--- src/rtl/error_epc_unit.sv ---
// CP0 ErrorEPC register: captures the restart PC on reset-class/cache-error exceptions, MTC0 writable, gated MFC0 read.
// Optional: ERROR_EPC_WORD_ALIGN_EN forces software writes to a word-aligned value.
module error_epc_unit #(
  parameter int                 DATA_W    = 32,
  parameter logic [DATA_W-1:0]  RESET_VAL = '0,
  parameter int                 BD_OFFSET = 4
) (
  input  logic              clk,
  input  logic              rst,
  input  logic              r_p,
  input  logic              r_h,
  input  logic              cache_err,
  input  logic              we_s,
  input  logic              bd_p,
  input  logic [DATA_W-1:0] pc_p,
  input  logic [DATA_W-1:0] write_data,
  output logic [DATA_W-1:0] read_data
);

  localparam logic [DATA_W-1:0] BD_OFF = DATA_W'(BD_OFFSET);

  logic [DATA_W-1:0] epc_q;
  logic [DATA_W-1:0] epc_d;
  logic              cap;

  // Delay-slot faults restart at the branch, so step back one instruction (wraps modulo 2^DATA_W).
  function automatic logic [DATA_W-1:0] restart_pc(input logic [DATA_W-1:0] pc,
                                                   input logic              bd);
    return bd ? (pc - BD_OFF) : pc;
  endfunction

  function automatic logic [DATA_W-1:0] sw_value(input logic [DATA_W-1:0] wd);
`ifdef ERROR_EPC_WORD_ALIGN_EN
    return {wd[DATA_W-1:2], 2'b00};
`else
    return wd;
`endif
  endfunction

  assign cap = r_h | cache_err;

  always_comb begin
    epc_d = epc_q;
    if (cap) begin
      epc_d = restart_pc(pc_p, bd_p);
    end else if (we_s) begin
      epc_d = sw_value(write_data);
    end
  end

  always_ff @(posedge clk or negedge rst) begin
    if (!rst) begin
      epc_q <= RESET_VAL;
    end else begin
      epc_q <= epc_d;
    end
  end

  assign read_data = r_p ? epc_q : '0;

endmodule

--- config.mk ---
export PLATFORM = sky130hd
export DESIGN_NAME = error_epc_unit
export DESIGN_NICKNAME = d
export VERILOG_FILES = /design/src/rtl/error_epc_unit.sv
export SDC_FILE = /design/constraint.sdc
export NUM_CORES = 1
export LEC_CHECK = 0
export ABC_AREA = 1
export CAP_MARGIN = 10
export CORE_ASPECT_RATIO = 0.6
export CORE_MARGIN = 2
export CORE_UTILIZATION = 41
export DETAILED_ROUTE_END_ITERATION = 8
export MAX_ROUTING_LAYER = met4
export PLACE_DENSITY_LB_ADDON = 0.15
export SYNTH_ARGS = -nofsm -noshare
export SYNTH_HDL_FRONTEND = slang
export SYNTH_SLANG_ARGS = --single-unit
--- constraint.sdc ---
create_clock -name clk -period 0.8 [get_ports clk]
set_input_delay 0.08 -clock clk [delete_from_list [all_inputs] [get_ports clk]]
set_output_delay 0.08 -clock clk [all_outputs]
set_load 0.005 [all_outputs]
Yosys cells after proc, flatten, opt, wreduce, memory -nomap -nowiden
Cells that the tools add are included.
W data, S select, Z words.

operators by class
  $add $sub $neg = 1
  reductions and logical operators = 1
  muxes and demuxes = 4
  bitwise operators = 1

operator list
  operator                 count
  $mux W32                 4
  $sub A32 B3 Y32 const B  1
  $reduce_bool A2 Y1       1
  $or A1 B1 Y1             1

word-level totals
  logic and storage cells = 8
  bits in registers = 32

Longest topological paths before layout
Gate-level depths: netlist (run 1).

  depth in word-level cells = 3
  mapped depth = 12
  gate-level depth less buffers = 11

Worst setup path after synthesis (run 1)
OpenSTA, ideal clock, no wires.

  kind = input to register
  start = input pc_p[2]
  end = register epc_q[26]
  slack = -372 ps
  stages = 9
  data required time = 684 ps
  buffers on the path = 0
  arrival time = 1,056 ps
  cells stage by stage = inv_2 ha_1 nand3_2 nor2_1 nand3_2 o21ai_0 nand3_1 nand2_1 nand2_1

on the way
  word-level cells in the longest chain between the ends = 3

RTL lines
  item                    line  text
  start: declaration      15    input logic [DATA_W-1:0] pc_p,
  $sub A32 B3 Y32         29    return bd ? (pc - BD_OFF) : pc;
  $mux W32                29
  $mux W32                44    if (cap) begin
  end signal: assignment  55    epc_q <= epc_d;
  end: declaration        22    logic [DATA_W-1:0] epc_q;

Every way passes these cells.
A chain may end at the register's enable or synchronous reset.

Final worst setup path (run 1)
  start = input pc_p[3]
  end = register epc_q[16]

Same word-level chain as after synthesis.

==> results of run 1 <==
==> routing by layer <==
| metal | track usage (%) | vias to the layer above |
|---|---|---|
| met4 | 7.595 | 0 |
| met5 | - | - |
| met2 | 47.45 | 204 |
| li1 | - | 1867 |
| met1 | 43.97 | 1835 |
| met3 | 4.730 | 29 |
==> worst paths after layout <==
check                       endpoint  slack, ns  cells after the start
setup / recovery           epc_q[16]      -0.27                     10
hold / removal              epc_q[3]       0.10                      3
setup reg to reg           epc_q[12]      -0.11                      4
hold reg to reg            epc_q[19]       0.48                      2
max in group asynchronous   epc_q[1]       0.46                      2
min in group asynchronous  epc_q[20]       0.16                      2
==> cell type report <==
| type | instances | area (µm²) |
|---|---|---|
| clock buffers | 6 | 72.57 |
| well taps | 87 | 108.9 |
| repair buffers | 216 | 1815 |
| fillers | 471 | 1260 |
| multi-input cells | 344 | 2136 |
| inverters | 77 | 332.8 |
| clock inverters | 2 | 35.03 |
| flip-flops and latches | 32 | 800.8 |
==> metrics by stage <==
stage                     hold slack [ns]  setup slack [ns]  std cells  total power, mW  TNS, ns
after floorplan                   -0.2156           -0.2676        469            2.529   -3.671
after global placement             0.4646           -0.9419        720            3.628   -47.45
after detailed placement           0.4652            -1.019        720            3.660   -48.85
after CTS                          0.1588           -0.2801        748            5.327   -10.62
after global routing               0.1227           -0.3218        764            5.865   -12.70
final                              0.1017           -0.2705        764            5.631   -9.890
==> logic make-up (layout without fill, tap and decap cells) <==
group	after synthesis	in the layout	synth area share (%)
AO/OA/AOI/OAI	47	47	9.207
AND/OR/NAND/NOR	291	291	46.22
buffers and inverters	93	301	13.35
flip-flops	32	32	29.17
adder cells (fa/ha/maj)	1	1	0.4557
XOR/XNOR	5	5	1.596
==> synth_stat cells <==
| cell type | instances | share of area, % |
|---|---|---|
| sky130_fd_sc_hd__nand2_2 | 2 | 0.46 |
| sky130_fd_sc_hd__o21ai_1 | 6 | 1.1 |
| sky130_fd_sc_hd__a32oi_1 | 1 | 0.32 |
| sky130_fd_sc_hd__a21oi_1 | 19 | 3.5 |
| sky130_fd_sc_hd__nand4_1 | 9 | 2.1 |
| sky130_fd_sc_hd__nand2_1 | 169 | 23 |
| sky130_fd_sc_hd__o21ai_0 | 15 | 2.7 |
| sky130_fd_sc_hd__a31o_2 | 1 | 0.32 |
| sky130_fd_sc_hd__inv_1 | 72 | 9.8 |
| sky130_fd_sc_hd__nand3_2 | 2 | 0.73 |
| sky130_fd_sc_hd__inv_4 | 1 | 0.23 |
| sky130_fd_sc_hd__ha_1 | 1 | 0.46 |
| sky130_fd_sc_hd__nor4_1 | 1 | 0.23 |
| sky130_fd_sc_hd__buf_6 | 1 | 0.41 |
| sky130_fd_sc_hd__nand3_1 | 31 | 5.7 |
| sky130_fd_sc_hd__nor2_8 | 1 | 0.73 |
| sky130_fd_sc_hd__buf_1 | 1 | 0.14 |
| sky130_fd_sc_hd__buf_2 | 6 | 1.1 |
| sky130_fd_sc_hd__dfrtp_1 | 32 | 29 |
| sky130_fd_sc_hd__clkbuf_1 | 8 | 1.1 |
| sky130_fd_sc_hd__inv_2 | 4 | 0.55 |
| sky130_fd_sc_hd__nand3b_1 | 1 | 0.27 |
| sky130_fd_sc_hd__nor3_1 | 2 | 0.36 |
| sky130_fd_sc_hd__xnor2_1 | 2 | 0.64 |
| sky130_fd_sc_hd__a211oi_1 | 1 | 0.27 |
| sky130_fd_sc_hd__o22ai_1 | 2 | 0.46 |
| sky130_fd_sc_hd__xor2_1 | 3 | 0.96 |
| sky130_fd_sc_hd__nor2_1 | 60 | 8.2 |
| sky130_fd_sc_hd__nor2_4 | 6 | 2.5 |
| sky130_fd_sc_hd__nand2_4 | 2 | 0.82 |
| sky130_fd_sc_hd__a22oi_1 | 2 | 0.55 |
| sky130_fd_sc_hd__nor2_2 | 5 | 1.1 |
==> worst reg2reg max path, delay by kind of cell (launching register included) <==
family	cells	cell delay [ns]
AO/OA/AOI/OAI	2	0.24
AND/OR/NAND/NOR	2	0.14
flip-flops	1	0.43
==> what timing repair did <==
| item | 4_1_cts | 5_1_grt |
|---|---|---|
| hold endpoints to repair | 0 | 0 |
| resized for setup | 306 | 144 |
| pin swaps | 84 | 71 |
| buffers inserted | 19 | 18 |
| endpoints found under the setup margin | 64 | 64 |
| gates cloned | 1 | 3 |
==> power by group <==
group	total, mW	internal (mW)	switching (mW)
Combinational	2.13	1.07	1.07
Clock	1.63	0.926	0.708
Sequential	1.86	1.77	0.0934
Total	5.63	3.76	1.87
==> impl_metrics.yaml, run 1 <==
run_status:
  status: "finished, violations left"
  violations: "setup timing"
drt:
  drt_wl_total_um: 12560
  drt-wirelength-per-cell_um: 16.44
  route.detailed.vias_per_inst: 5.151
  detailroute.via_count: 3935
  firstDrtPassIters: 7
  drt_antenna_net_count: 0
  met1_length_um: 5579
  drtIter0Drc: 343
  drc: 0
  wl_met3_um: 1115
  top_layer: "met4"
  detailed_route_wirelength_on_metal2_um: 5583
global_route:
  first_pass_grt_wire_length_um: 16970
  via_count_of_the_first_global_routing_pass: 3473
  groute.usage.overall_pct: 31.30
  globalRouteOverflowTotal: 0
  grt_max_degree: 33
  grt_antenna_before_repair: 0
critical_path:
  crit_required_ns: 1.03
  critPathMaxStageDelay_ns: 0.18
  cp.arrival_ns: 1.30
  timing.critical_path.to_type: "flip-flop"
  critical_path.n_buffers_inverters: 3
  setup.worst_path.start: "pc_p[3]"
  critical_path.reg2reg.startpoint: "epc_q[12]"
  critical_path.slowest_cell: "sky130_fd_sc_hd__nor2_4"
  crit_chain: "buf_12 > inv_12 > ha_4 > nand3_4 > nor2_4 > buf_6 > nand2_4 > o21ai_2 > nand3_2 > a21oi_2"
  path_delay_family: "simple AND/OR/NAND/NOR gates"
  start_kind: "primary input"
  critical_path_peak_fanout: 4
  criticalPathCategory: "primary input to flip-flop"
die:
  die_w_um: 109.6
  core_area_um2: 6561
  floorplan.initialDensity_pct: 41.84
  total_die_area_um2: 7387
  dieHeight_um: 67.38
  rows: 23
  ios: 103
timing:
  worst_slack_ns: -0.2705
  timing.clock.skew_ns: 0
  worst_slew_pin_slew_ns: 0.2749
  setup_viol: 63
  maxSlewHeadroom_pct: 81.56
  report.final.hold_viol_count: 0
  max_clock_freq_ghz: 0.9341
  rsz0062_at_grt: "yes"
  finalWorstPathRequiredPeriod_ns: 1.071
  slew_violations: 0
  period_share_pct: 133.8
synthesis:
  cell_variety_after_synth: 32
  post_synth.cell_area_avg_um2: 5.853
  cell_area_after_synthesis_um2: 2745
  synth_seq_cells: 32
  synth.yosys.warnings: 0
  synthesis.nets: 541
  synth_sequential_area_ratio_pct: 29.17
  netlist_instances: 469
power:
  powerDensity_nw_per_um2: 1062
  ir_drop_mv: 0.6993
  p_leak_nw: 2.794
finish:
  max_flop_register: "epc_q"
  area.growth.synth_to_final_pct: 93.12
  finish.net_count: 748
  final_area_um2: 5301
  largest_register_ff_count: 32
  insertedDiodeCount: 0
  final_cell_mix: "sky130_fd_sc_hd__nand2_1, sky130_fd_sc_hd__buf_4, sky130_fd_sc_hd__inv_1, sky130_fd_sc_hd__buf_2, sky130_fd_sc_hd__clkdlybuf4s50_1"
  mostFrequentLayoutCell: "sky130_fd_sc_hd__nand2_1"
  drive_gt1_share_pct: 48.45
  post-route-util_pct: 80.80
  reg.largest.list: "epc_q x32"
place:
  port_buffers: 102
  placed_cell_area_um2: 4511
  detailed_place_hpwl_um: 8138
  gp_congestion: 0.9100
flow_run:
  cap_violations: 0
clocking:
  ctsRootBufferMaster: "sky130_fd_sc_hd__clkbuf_8"
  cts.hold.buffers_added: 0
  clock_sinks: 32
  ctsLongestPathBuffers: 2
  clk_transition_reported_paths_ns: 0.08
  htreeDepth: 2
  clk-insertion-delay-late_ns: 0.29
  cts_buffers: 5
  tritoncts_clock_tree: "yes"
min_path:
  hold_path_startpoint: "pc_p[3]"
  worst_hold_path_type: "primary input to flip-flop"
Note: power is estimated with default switching activity, not from simulation.
==> run 2: changes to the inputs <==
Settings changed: CAP_MARGIN 10 to unset.
==> results of run 2 <==
Same layout as run 1: the final DEF is identical, and so are final timing and power.
==> run 3: changes to the inputs <==
Settings changed: ABC_AREA 1 to unset, CORE_UTILIZATION 41 to 39.
==> run 3 against run 2 <==
Against the previous run: the run still ends with setup timing left; highest routed layer unchanged; area after synthesis is 13% lower; critical endpoint is now epc_q[23]; non-clock buffer count decreased by 19; hold slack got worse by 0.025 ns; worst setup slack got worse by 0.63 ns; largest power group is now sequential cells; sequential cell count unchanged; register-to-register slack worse by 0.15 ns.
==> impl_metrics.yaml, run 3 <==
run_status:
  status: "finished, violations left"
  violations: "setup timing"
global_route:
  first_pass_grt_wire_length_um: 14240
  grt_max_degree: 33
  via_count_of_the_first_global_routing_pass: 2896
  globalRouteOverflowTotal: 0
  groute.usage.overall_pct: 27.23
  grt_antenna_before_repair: 0
clocking:
  clk-insertion-delay-late_ns: 0.28
  clock_sinks: 32
  ctsRootBufferMaster: "sky130_fd_sc_hd__clkbuf_8"
  cts_buffers: 5
  ctsLongestPathBuffers: 2
  htreeDepth: 2
  clk_transition_reported_paths_ns: 0.07
  tritoncts_clock_tree: "yes"
finish:
  area.growth.synth_to_final_pct: 88.20
  finish.net_count: 534
  drive_gt1_share_pct: 45.65
  max_flop_register: "epc_q"
  largest_register_ff_count: 32
  post-route-util_pct: 74.84
  num-fill-cells: 426
  reg.largest.list: "epc_q x32"
  insertedDiodeCount: 0
  mostFrequentLayoutCell: "sky130_fd_sc_hd__buf_4"
  post_layout_nonfiller_instances: 544
  final_area_um2: 4512
  final_cell_mix: "sky130_fd_sc_hd__buf_4, sky130_fd_sc_hd__clkdlybuf4s50_1, sky130_fd_sc_hd__buf_2, sky130_fd_sc_hd__dfrtp_1, sky130_fd_sc_hd__buf_6"
  final-seq-area_um2: 800.8
  multi_input_area_um2: 1804
critical_path:
  critical_path_peak_fanout: 5
  start_kind: "primary input"
  crit_required_ns: 0.96
  critPathMaxStageDelay_ns: 0.58
  timing.critical_path.to_type: "flip-flop"
  cp.arrival_ns: 1.86
  critical_path.slowest_cell: "sky130_fd_sc_hd__or4_4"
  criticalPathCategory: "primary input to flip-flop"
  crit_chain: "buf_6 > or4_4 > or4_4 > buf_6 > buf_4 > o21ai_0 > a31oi_1"
synthesis:
  count_of_flip_flops_with_a_built_in_enable_after_synthesis: 0
  synth.yosys.warnings: 0
  yosys-top-cells-count: "sky130_fd_sc_hd__and2_1, sky130_fd_sc_hd__dfrtp_1, sky130_fd_sc_hd__a211oi_1, sky130_fd_sc_hd__nor2b_1"
  post-synth-top-area-cell: "sky130_fd_sc_hd__dfrtp_1"
  synthesis.nets: 351
  synth_sequential_area_ratio_pct: 33.40
  netlist.area_leader.share_pct: 33.40
  ys_top_cells_by_area: "sky130_fd_sc_hd__dfrtp_1, sky130_fd_sc_hd__and2_1, sky130_fd_sc_hd__a211oi_1"
  cell_area_after_synthesis_um2: 2397
  postSynth.topFlopCell: "sky130_fd_sc_hd__dfrtp_1"
  netlist_instances: 279
  synth_seq_cells: 32
  post_synth.cell_area_avg_um2: 8.592
  cell_variety_after_synth: 39
  synthArstFlopShare_pct: 100.0
die:
  die_w_um: 105.2
  total_die_area_um2: 6811
  core_area_um2: 6028
  dieHeight_um: 64.73
  floorplan.initialDensity_pct: 39.77
  ios: 103
  rows: 22
drt:
  drt_wl_total_um: 9538
  drtIter0Drc: 236
  drt_antenna_net_count: 0
  drc: 0
  firstDrtPassIters: 4
  drt-wirelength-per-cell_um: 17.53
  detailroute.via_count: 2976
  route.detailed.vias_per_inst: 5.471
timing:
  worst_slew_pin_slew_ns: 0.3401
  max_clock_freq_ghz: 0.5867
  rsz0062_at_grt: "yes"
  slew_violations: 0
  worst_slack_ns: -0.9044
  setup_viol: 58
  finalSetupTns_ns: -19.82
  finalWorstPathRequiredPeriod_ns: 1.704
  period_share_pct: 213.0
  timing.clock.skew_ns: 0
  report.final.hold_viol_count: 0
  maxSlewHeadroom_pct: 77.12
  fin_worst_hold_slack_ns: 0.07636
flow_run:
  cap_violations: 0
power:
  powerDensity_nw_per_um2: 1061
  report.power.total_mw: 4.787
  p_leak_nw: 1.931
  ir_drop_mv: 0.5793
place:
  port_buffers: 102
  placement.setup.worst_slack_ns: -1.476
  placed_cells_incl_taps: 502
  detailed_place_hpwl_um: 5856
  placed_cell_area_um2: 3981
  gp_congestion: 0.8873
min_path:
  worst_hold_path_type: "primary input to flip-flop"
==> run 3: final timing paths <==
path / start / to / slack (ns) / cells after the start
max: pc_p[19] / epc_q[23] / -0.90 / 7
min reg2reg: epc_q[3] / epc_q[3] / 0.55 / 2
min in group asynchronous: rst / epc_q[25] / 0.28 / 3
max reg2reg: epc_q[29] / epc_q[29] / -0.26 / 5
max in group asynchronous: rst / epc_q[6] / 0.33 / 3
min: pc_p[17] / epc_q[17] / 0.08 / 3
==> run 3: report_power, final <==
group / internal, mW / switching, mW
logic: 1.05 / 0.755
registers: 1.77 / 0.0685
clock network: 0.561 / 0.585
total: 3.38 / 1.41
==> run 3: metal layers <==
metal	wire length [µm]	up-vias	global-route usage, %
met5	0	-	-
met4	123	0	5.167
met3	598	12	4.527
met2	4366	123	42.66
met1	4450	1428	37.62
li1	-	1413	-
==> run 3: final cells by class <==
| cell class | instances | area share [%] |
|---|---|---|
| Tap cell | 84 | 2.329 |
| Inverter | 2 | 0.2219 |
| Clock buffer | 5 | 1.525 |
| Multi-Input combinational cell | 224 | 39.99 |
| Timing Repair Buffer | 197 | 38.19 |
| Sequential cell | 32 | 17.75 |
==> run 3: critical path, delay by kind of cell <==
family / cells / cell delay, ns
AND/OR/NAND/NOR: 2 / 1.12
AO/OA/AOI/OAI: 2 / 0.28
buffers and inverters: 3 / 0.39
==> run 3: cells by family (layout without fill, tap and decap cells) <==
family	Yosys count	after routing	share of synthesized area, %
AOI/OAI and AO/OA	73	73	20.51
xor gates and xnor gates	10	10	3.654
adders and majority gates	1	1	0.5218
buffers and inverters	24	204	4.123
DFF	32	32	33.40
muxes	12	12	5.011
and+or+nand+nor	127	128	32.78
==> run 3: what timing repair did <==
action                     4_1_cts  5_1_grt
resized for setup              259       55
pin swaps                       72       37
hold endpoints to repair        32        0
setup buffers                   14       17
setup endpoints to repair       64       61
gates cloned                     5        1
hold buffers                     1        0
